`src/rtl/stopwatch_ctrl.sv`:
```
// Stopwatch front panel: 2-FF sync + debounce + press detect per button, then a 4-state mode FSM issuing command pulses.
// Latency: raw edge to pulse = 2 + DEBOUNCE_CYCLES + 1 clk; no backpressure, pulses are fire-and-forget.
// Optional lap counter enabled by defining STOPWATCH_CTRL_LAP_EN.
`timescale 1ns/1ps
module stopwatch_ctrl #(
  parameter int DEBOUNCE_CYCLES = 500000,
  parameter int DB_W            = 20
`ifdef STOPWATCH_CTRL_LAP_EN
  ,
  parameter int LAP_W           = 4
`endif
) (
  input  logic             clk,
  input  logic             rst_n,
  input  logic             btn_ss,
  input  logic             btn_sr,
  output logic             start,
  output logic             stop,
  output logic             split,
  output logic             zero,
  output logic [1:0]       mode
`ifdef STOPWATCH_CTRL_LAP_EN
  ,
  output logic [LAP_W-1:0] lap_count
`endif
);

  typedef enum logic [1:0] {
    IDLE  = 2'b00,
    RUN   = 2'b01,
    SPLIT = 2'b10,
    HALT  = 2'b11
  } state_t;

  localparam logic [DB_W-1:0] DB_LAST = DB_W'(DEBOUNCE_CYCLES - 1);

  // Bit 0 is start/stop, bit 1 is split/reset.
  logic [1:0]      btn_raw;
  logic [1:0]      sync1;
  logic [1:0]      sync2;
  logic [1:0]      db;
  logic [1:0]      db_prev;
  logic [DB_W-1:0] cnt [2];
  logic [1:0]      press;
  logic            ss_ev;
  logic            sr_ev;
  state_t          state;

  assign btn_raw = {btn_sr, btn_ss};

  always_ff @(posedge clk or negedge rst_n) begin
    if (!rst_n) begin
      sync1   <= '0;
      sync2   <= '0;
      db      <= '0;
      db_prev <= '0;
      cnt[0]  <= '0;
      cnt[1]  <= '0;
    end else begin
      sync1   <= btn_raw;
      sync2   <= sync1;
      db_prev <= db;
      for (int i = 0; i < 2; i++) begin
        if (sync2[i] == db[i]) begin
          cnt[i] <= '0;
        end else if (cnt[i] == DB_LAST) begin
          db[i]  <= ~db[i];
          cnt[i] <= '0;
        end else begin
          cnt[i] <= cnt[i] + 1'b1;
        end
      end
    end
  end

  // Only the rising edge of the filtered level counts; release is silent.
  assign press = db & ~db_prev;
  assign ss_ev = press[0];
  assign sr_ev = press[1];

  always_ff @(posedge clk or negedge rst_n) begin
    if (!rst_n) begin
      state     <= IDLE;
      start     <= 1'b0;
      stop      <= 1'b0;
      split     <= 1'b0;
      zero      <= 1'b0;
`ifdef STOPWATCH_CTRL_LAP_EN
      lap_count <= '0;
`endif
    end else begin
      start <= 1'b0;
      stop  <= 1'b0;
      split <= 1'b0;
      zero  <= 1'b0;
      // start/stop takes priority; a coincident split/reset press is dropped.
      case (state)
        IDLE: begin
          if (ss_ev) begin
            start <= 1'b1;
            state <= RUN;
          end else if (sr_ev) begin
            zero  <= 1'b1;
`ifdef STOPWATCH_CTRL_LAP_EN
            lap_count <= '0;
`endif
          end
        end
        RUN: begin
          if (ss_ev) begin
            stop  <= 1'b1;
            state <= HALT;
          end else if (sr_ev) begin
            split <= 1'b1;
            state <= SPLIT;
`ifdef STOPWATCH_CTRL_LAP_EN
            if (lap_count != {LAP_W{1'b1}}) lap_count <= lap_count + 1'b1;
`endif
          end
        end
        SPLIT: begin
          if (ss_ev) begin
            stop  <= 1'b1;
            split <= 1'b1;
            state <= HALT;
          end else if (sr_ev) begin
            split <= 1'b1;
            state <= RUN;
          end
        end
        HALT: begin
          if (ss_ev) begin
            start <= 1'b1;
            state <= RUN;
          end else if (sr_ev) begin
            zero  <= 1'b1;
            state <= IDLE;
`ifdef STOPWATCH_CTRL_LAP_EN
            lap_count <= '0;
`endif
          end
        end
        default: state <= IDLE;
      endcase
    end
  end

  assign mode = state;

endmodule
```
`config.mk`:
```
export PLATFORM = sky130hd
export DESIGN_NAME = stopwatch_ctrl
export DESIGN_NICKNAME = d
export VERILOG_FILES = /design/src/rtl/stopwatch_ctrl.sv
export SDC_FILE = /design/constraint.sdc
export NUM_CORES = 1
export LEC_CHECK = 0
export ABC_CLOCK_PERIOD_IN_PS = 1800
export BUFFER_PORTS_ARGS = -buffer_cell sky130_fd_sc_hd__buf_2
export CORE_UTILIZATION = 55
export CTS_CLUSTER_DIAMETER = 150
export DETAILED_ROUTE_END_ITERATION = 10
export MAX_ROUTING_LAYER = met4
export PLACE_DENSITY = 0.79
export SYNTH_ARGS = -nofsm -noshare
export SYNTH_HDL_FRONTEND = slang
export SYNTH_SLANG_ARGS = --single-unit
```
`constraint.sdc`:
```
create_clock -name clk -period 1.8 [get_ports clk]
set_input_delay 0.09 -clock clk [delete_from_list [all_inputs] [get_ports clk]]
set_output_delay 0.09 -clock clk [all_outputs]
set_load 0.01 [all_outputs]
```
; Word-level counts from Yosys, hierarchy flattened
; Index checks and enable logic that the tools add are counted.
[op_classes]
n_bitwise = 6
add_sub_neg = 2
n_shift = 0
n_eq_ne = 11
n_mux = 20
reduce_logical = 6
magnitude_cmp = 0
mul = 0
div_mod_pow = 0
[op_table]
columns = operator, count
row1 = 20-bit 2-to-1 mux, 4
row2 = 20-bit by 1-bit adder with 20-bit output (second input constant), 2
row3 = 20-bit by 19-bit == test with 1-bit output (second input constant), 2
row4 = 2-bit 2-to-1 mux, 7
row5 = 3-bit != test (second input constant), 3
row6 = 2-bit case mux with 4 select lines, 1
row7 = 1-bit 2-to-1 mux, 7
row8 = 2-bit == test (second input constant), 2
row9 = 1-bit NOT, 4
row10 = 2-bit AND reduction, 2
row11 = 4-bit AND reduction, 1
row12 = 2-bit OR reduction, 2
row13 = 2-bit AND, 1
row14 = 1-bit == test, 2
row15 = 2-bit by 1-bit == test with 1-bit output (second input constant), 1
row16 = 2-bit zero test, 1
row17 = 2-bit != test (second input constant), 1
row18 = 2-bit NOT, 1
row19 = 1-bit case mux with 2 select lines, 1
[word_totals]
mem_bits_rw = 0
memories = 0
regBits = 54
in_bits = 4
rom_bits = 0
elab_cells = 57
latch_bits = 0
output_inout_bits = 6

; Depth between registers and ports, before layout
; Gate-level depths: netlist of the first run.
[logic_depth]
word_depth = 5
mapped_depth = 6
depth_no_buf = 6

; Least setup slack after synthesis of the first run
; OpenSTA, ideal clock, no wires.
[synth_path]
kind = reg2reg
startpoint = register cnt[30] in the netlist's numbering
endpoint = register cnt[35] in the netlist's numbering
n_path_buf = 1
path_stages_with_launch = 5
synth_period_minus_slack_ps = 1838
setup_slack_ps = -38
arrival_time_ps = 1720
setup_ps = 119
path_cell_list = dfrtp_1 -> or4b_4 -> o41ai_4 -> buf_6 -> nor2_1
[synth_via]
elab_chain_len = 3
word_cells_on_any_way = 4
[synth_rtl]
columns = element, line
row1 = from (decl), 43  ; logic [DB_W-1:0] cnt [2];
row2 = "from (signal, indexed assignment)", 70  ; cnt[i] <= cnt[i] + 1'b1;
row3 = 20-bit by 1-bit adder with 20-bit output or 20-bit by 19-bit == test with 1-bit output (tied branches), "70, 66"
row4 = 20-bit 2-to-1 mux (*), 66  ; end else if (cnt[i] == DB_LAST) begin
row5 = 20-bit 2-to-1 mux (*), 64  ; if (sync2[i] == db[i]) begin
; Mark *: on every way between the ends. The rest lies on a longest branch, timed or not.
; A chain may end at the register's enable or synchronous reset.

; Final worst setup path of the first run
[layout_path]
startpoint = register cnt[31] in the netlist's numbering
endpoint = register cnt[35] in the netlist's numbering
; The elaborated chain is that of the path after synthesis.

==> results of run 1 <==
sequential cells by signal (all words and copies together) (netlist names):
name,cells
split,1
sync2,2
zero,1
db,2
sync1,2
db_prev,2
start,1
cnt,40
mode,2
stop,1
layout make-up:
class                      instances  area [sq um]  share of cell area (%)
clock inverter                     3         21.27                  0.6751
clock buffer                       5         68.82                   2.184
multi-input combinational        185          1291                   40.98
tap                               52         65.06                   2.065
inverter                          12         45.04                   1.430
sequential                        54          1355                   43.01
timing repair buffer              41         304.0                   9.651
worst reg2reg max path, cell delays in order (launching register included):
cell and delay [ps]:
dfrtp_1 430, or4b_4 570, o41ai_4 430, buf_6 200
nor2_1 60
cell usage after synthesis:
library cell | count | share of area (%)
nor2_1 | 39 | 5.6
o21ai_0 | 10 | 1.9
nand2_1 | 12 | 1.7
nand4_4 | 1 | 0.82
xnor2_1 | 24 | 8.1
or4b_4 | 1 | 0.53
buf_6 | 1 | 0.43
o41ai_1 | 1 | 0.34
nor2b_1 | 2 | 0.48
o31ai_2 | 1 | 0.48
ha_1 | 7 | 3.4
buf_2 | 1 | 0.19
o31ai_1 | 1 | 0.29
inv_1 | 12 | 1.7
or2_2 | 3 | 0.72
nor4_1 | 9 | 2.2
nand4_1 | 8 | 1.9
nor3_1 | 10 | 1.9
or3_1 | 8 | 1.9
o41ai_4 | 1 | 1.1
nand4_2 | 1 | 0.48
dfrtp_1 | 54 | 52
nand2b_1 | 1 | 0.24
nor4bb_1 | 1 | 0.39
clkbuf_2 | 2 | 0.39
or4b_2 | 1 | 0.39
a2bb2oi_1 | 1 | 0.34
o2bb2ai_1 | 1 | 0.34
or4_1 | 5 | 1.4
o21bai_1 | 1 | 0.29
nand3_1 | 13 | 2.5
xor2_1 | 4 | 1.3
a21oi_1 | 13 | 2.5
and2_1 | 3 | 0.72
mux2_2 | 2 | 0.87
report_power, final:
group	total, mW	switching [mW]	leakage, nW	internal (mW)
clock network	0.670	0.397	0.0441	0.274
logic	0.107	0.0605	0.559	0.0468
registers	1.25	0.0185	0.735	1.23
total	2.02	0.475	1.34	1.55
layer usage:
layer	vias to the layer above	GRT usage, %	routed length, microns
li1	974	-	-
met1	986	30.95	2383
met2	51	40.71	2738
met3	10	4.558	161
met4	0	9.111	99
met5	-	-	0
final timing paths:
check                           end  slack [ps]
max in group asynchronous   cnt[30]         870
hold / removal              cnt[25]         290
setup / recovery            cnt[35]           6
min in group clk           sync2[1]         360
setup reg to reg            cnt[35]           6
hold reg to reg            sync2[1]         360
cells by family after synthesis:
logic type                 after synthesis  synth area share, %
DFF                                     54                52.00
and+or+nand+nor                        118                24.03
buffers and inverters                   16                2.744
xor gates and xnor gates                28                9.436
muxes                                    2               0.8666
adders and majority gates                7                3.370
AOI/OAI and AO/OA                       30                7.559
per-stage QoR:
stage / power, mW / hold WS, ps / setup TNS [ps] / cell area, sq um / std cells
CTS: 2.030 / 303.2 / -0.6322 / 3030 / 348
global placement: 1.352 / 99.44 / -1.219 / 2879 / 335
detailed placement: 1.357 / 105.7 / -150.3 / 2879 / 335
global route: 2.093 / 341.5 / -904.0 / 3151 / 352
finish: 2.024 / 292.7 / 0 / 3151 / 352
floorplan: 1.307 / -205.6 / 0 / 2623 / 255
timing repair:
action | in CTS | in global routing
gates resized for setup | 2 | 24
endpoints found under the setup margin | 5 | 26
buffers inserted | 2 | 4
hold buffers | 3 | 0
endpoints found under the hold margin | 25 | 0
pin swaps | 1 | 8
==> flow_summary.ini, run 1 <==
[placed_design]
dpl.hpwl_mm = 3.613
io_buffers = 9
pre_cts_slack_ps = -53.09
gp_congestion = 0.8596

[sta]
finalHoldViolCount = 0
maxSlewHeadroom_pct = 63.88
rsz0062_at_grt = yes
fin_crit_ps = 1794
skew_ps = 11.22
fmax_ghz = 0.5575
setup_viol = 0
worst_slack_ps = 6.281
worst_slew_pin_slew_ps = 541.8
finalMaxSlewViolations = 0
fin_crit_sh_pct = 99.65

[critical_path]
timing.critical_path.buf_inv = 1
crit_chain = or4b_4 -> o41ai_4 -> buf_6 -> nor2_1
reg2reg_from = cnt[31]
startpoint_type = register
cpPeakStageDelay_ps = 570
arrival_ps = 2000
crit_path_end_kind = register
path_delay_family = simple AND/OR/NAND/NOR gates
reg2reg_depth = 4
critPathRequiredTime_ps = 2000
path_depth = 4
criticalPathCategory = register to register
cp_slowest_cell = or4b_4
cp_max_fo = 10
crit_start = cnt[31]

[clock_network]
clk_pin_slew_worst_paths_ps = 100
cts.path.max_buffers = 2
cts_tree = built
htree_num_levels = 2
insertion_delay_ps = 310
cts_buffers = 5
clock-sinks = 54
root_buffer = clkbuf_8

[drt]
routed-via-count = 2021
firstDrtPassIters = 8
routed_wl_mm = 5.383
drt_iter0_markers = 149
viasPerCell = 5.741
postRouteAntennaNets = 0
wl_per_cell_microns = 15.29
drc_errors = 6

[power_and_ir_drop]
cellPowerDensity_mw_per_mm2 = 642.4
p_leak_nw = 1.339
irDropWorstVdd_uv = 328.6

[outcome]
failed_checks = design-rule violations
status = finished with violations

[floorplanning]
ios = 10
start_util_pct = 58.47
die_w_microns = 70.74
rows = 24
die_area_sq_mm = 0.005004
core_area_sq_mm = 0.004444
die_y_microns = 70.74

[logic_synthesis]
synthDistinctLibCells = 35
ys_warn_count = 0
syn_avg_cell_area_sq_um = 10.19
seq_area_frac_synth_pct = 52.00
netlist_area_sq_mm = 0.002599
synth_nets = 266
ys_ff_latch = 54
netlist_instances = 255

[grt]
grt_pass1_wl_mm = 9.411
grt_usage_pct = 24.82
grt_pass1_vias = 2082
antenna_found_initial = 0
grt_max_degree = 26
grt_overflow_total = 0

[cells_and_area]
layout_commonest_cell = dfrtp_1
num-nets-final = 310
fin_util_pct = 70.89
drive_gt1_share_pct = 25.33
fillers = 307
antenna_cells = 0
final_cell_mix = dfrtp_1, nor2_1, buf_4
areaGrowthSynthToFinish_pct = 21.23

[worst_hold_path]
min_path_type = input pin to async pin

[job]
maxCapViolCount = 0
No activity file was read; power rests on OpenSTA's default activity.
==> inputs of run 2 (changes only) <==
ABC_AREA = 1   (was unset)
CAP_MARGIN = 20   (was unset)
CORE_UTILIZATION = 56   (was 55)
PLACE_DENSITY = 0.8   (was 0.79)
==> flow_summary.ini, run 2 <==
[sta]
fin_tns_setup_ps = 0
worst_slew_pin_slew_ps = 299.3
rsz0062_at_grt = no
worst_slack_ps = 333.1
finalHoldViolCount = 0
fmax_ghz = 0.6817
maxSlewHeadroom_pct = 80.03
setup_viol = 0
fin_crit_sh_pct = 81.49
skew_ps = 3.881
fin_crit_ps = 1467
finalMaxSlewViolations = 0

[drt]
viasPerCell = 5.077
drt_iter0_markers = 174
drc_errors = 0
postRouteAntennaNets = 0
routed-via-count = 2381
firstDrtPassIters = 4
wl_per_cell_microns = 12.13
routed_wl_mm = 5.689

[cells_and_area]
areaGrowthSynthToFinish_pct = 9.724
fin_cells = 469
antenna_cells = 0
fillers = 454
final_cell_mix = nor2_1, nand2_1, dfrtp_1
layout_commonest_cell = nor2_1
largest_register_ffs = 40
num-nets-final = 409
drive_gt1_share_pct = 16.54
regMostFlops = cnt

[floorplanning]
rows = 26
core_area_sq_mm = 0.005140
start_util_pct = 58.33
ios = 10
die_w_microns = 75.17
die_y_microns = 75.17
die_area_sq_mm = 0.005650

[worst_hold_path]
min_path_type = input pin to async pin

[clock_network]
htree_num_levels = 2
clk_pin_slew_worst_paths_ps = 90
clock-sinks = 54
cts_buffers = 5
root_buffer = clkbuf_8
postCtsSetupRepairBufs = 0
cts_tree = built
insertion_delay_ps = 300
cts.path.max_buffers = 2

[critical_path]
startpoint_type = register
reg2reg_depth = 6
criticalPathCategory = register to register
rrSetupSlack_ps = 330
r2r-end = cnt[18]
arrival_ps = 1660
reg2reg_from = cnt[0]
critPathRequiredTime_ps = 2000
crit_path_end_kind = register
cp_max_fo = 7

[logic_synthesis]
syn_avg_cell_area_sq_um = 7.931
ys_ff_latch = 54
async_flop_share_pct = 100.0
netlist_area_sq_mm = 0.002998
netlist_instances = 378
synth_edf_count = 0
synth_common_cells = nor2_1, nand2_1, dfrtp_1, inv_1, nand3_1
seq_area_frac_synth_pct = 45.08
synth.area.top_cells = dfrtp_1, nor2_1, nand2_1
ys.flop_type = dfrtp_1
ys_warn_count = 0
synth_nets = 389
synth_top_area_cell = dfrtp_1
yosysMostFrequentCell = nor2_1
netlist.area_leader.share_pct = 45.08
synthDistinctLibCells = 29

[power_and_ir_drop]
switching_share_pct = 21.31
internal-power_mw = 1.673
p_seq_share_pct = 58.3
p_clk_share_pct = 37.5
pwr-share-comb_pct = 4.2
p_switching_mw = 0.4529
power_mw = 2.125
p_leak_nw = 1.457
irDropWorstVdd_uv = 479.7
cellPowerDensity_mw_per_mm2 = 646.2

[placed_design]
dpl.hpwl_mm = 4.254
io_buffers = 9
dp.cells = 458
pre_cts_slack_ps = 332.4
gp_congestion = 0.9133

[grt]
grt_overflow_total = 0
grt_max_degree = 55
grt_usage_pct = 23.97
grt_pass1_vias = 2203
antenna_found_initial = 0
grt_pass1_wl_mm = 9.763

[outcome]
status = finished clean

[job]
maxCapViolCount = 0
[run 2: changes by cell type in the layout (fill, tap and decap cells not counted), sizes merged, moves of 9 or more]
cell	before	now
nand3	13	28
xnor2	24	7
nor4	9	0
inv	12	43
nor2	39	107
buf	38	11
nand2	12	86
[run 2: how the worst max path moves through the flow]
| stage | from | end | slack (ps) | cells past startpoint |
|---|---|---|---|---|
| final | cnt[0] | cnt[18] | 330 | 6 |
| after global routing | cnt[0] | cnt[18] | 200 | 6 |
| after CTS | cnt[0] | cnt[18] | 310 | 6 |
| after detailed placement | cnt[0] | cnt[18] | 330 | 6 |
| after global placement | cnt[0] | cnt[18] | 390 | 6 |
| after floorplan | cnt[0] | cnt[16] | 490 | 7 |
[run 2: critical path, cell delays in order, from the launching register on]
cell	delay, ps
dfrtp_1	410
ha_1	210
nand2_1	100
nor2_1	180
nand3_2	200
nand2_2	210
nor2_2	60
[run 2: final cells by class]
cell class	instances	area, sq um	area share, %
Clock buffer	7	76.32	2.320
Multi-Input combinational cell	280	1480	45.00
Tap cell	70	87.58	2.663
Clock inverter	1	30.03	0.9129
Inverter	43	161.4	4.907
Sequential cell	54	1351	41.08
Timing Repair Buffer	14	102.6	3.119
[run 2: kinds of logic (layout without fill, tap and decap cells)]
group           Yosys count  in the layout  synth area share (%)
simple gates            237            237                 37.56
compound gates           19             19                 3.423
buf+inv                  44             65                 5.551
flops                    54             54                 45.08
xor+xnor                 17             17                 5.468
fa+ha+maj                 7              7                 2.921
[run 2: power groups by stage]
stage | registers (mW) | logic, mW | clock network [mW]
2_1_floorplan | 1.26 | 0.0427 | 0
5_1_grt | 1.24 | 0.103 | 0.885
3_3_place_gp | 1.26 | 0.0855 | 0
6_report | 1.24 | 0.0894 | 0.797
3_5_place_dp | 1.26 | 0.0872 | 0
4_1_cts | 1.24 | 0.0930 | 0.824
[run 2: metrics by stage]
| step | utilization, % | area (sq um) | hold WS (ps) |
|---|---|---|---|
| 6_report | 64.00 | 3289 | 296.1 |
| 5_1_grt | 64.00 | 3289 | 318.1 |
| 4_1_cts | 64.00 | 3289 | 305.7 |
| 3_5_place_dp | 61.34 | 3153 | 107.1 |
| 3_3_place_gp | 61.34 | 3153 | 103.7 |
| 2_1_floorplan | - | 2998 | -205.6 |
[run 2: repair_timing]
action | in CTS | in global routing
endpoints found under the hold margin | 56 | 0
hold buffers | 3 | 0
resized for setup | 0 | 0
[run 2: metal layers]
layer / GRT usage [%] / share of wire [%] / vias to the layer above
met5: - / 0 / -
met4: 7.819 / 0.97 / 0
met3: 4.953 / 4.4 / 5
met2: 36.64 / 47 / 55
met1: 31.97 / 48 / 1105
li1: - / - / 1216
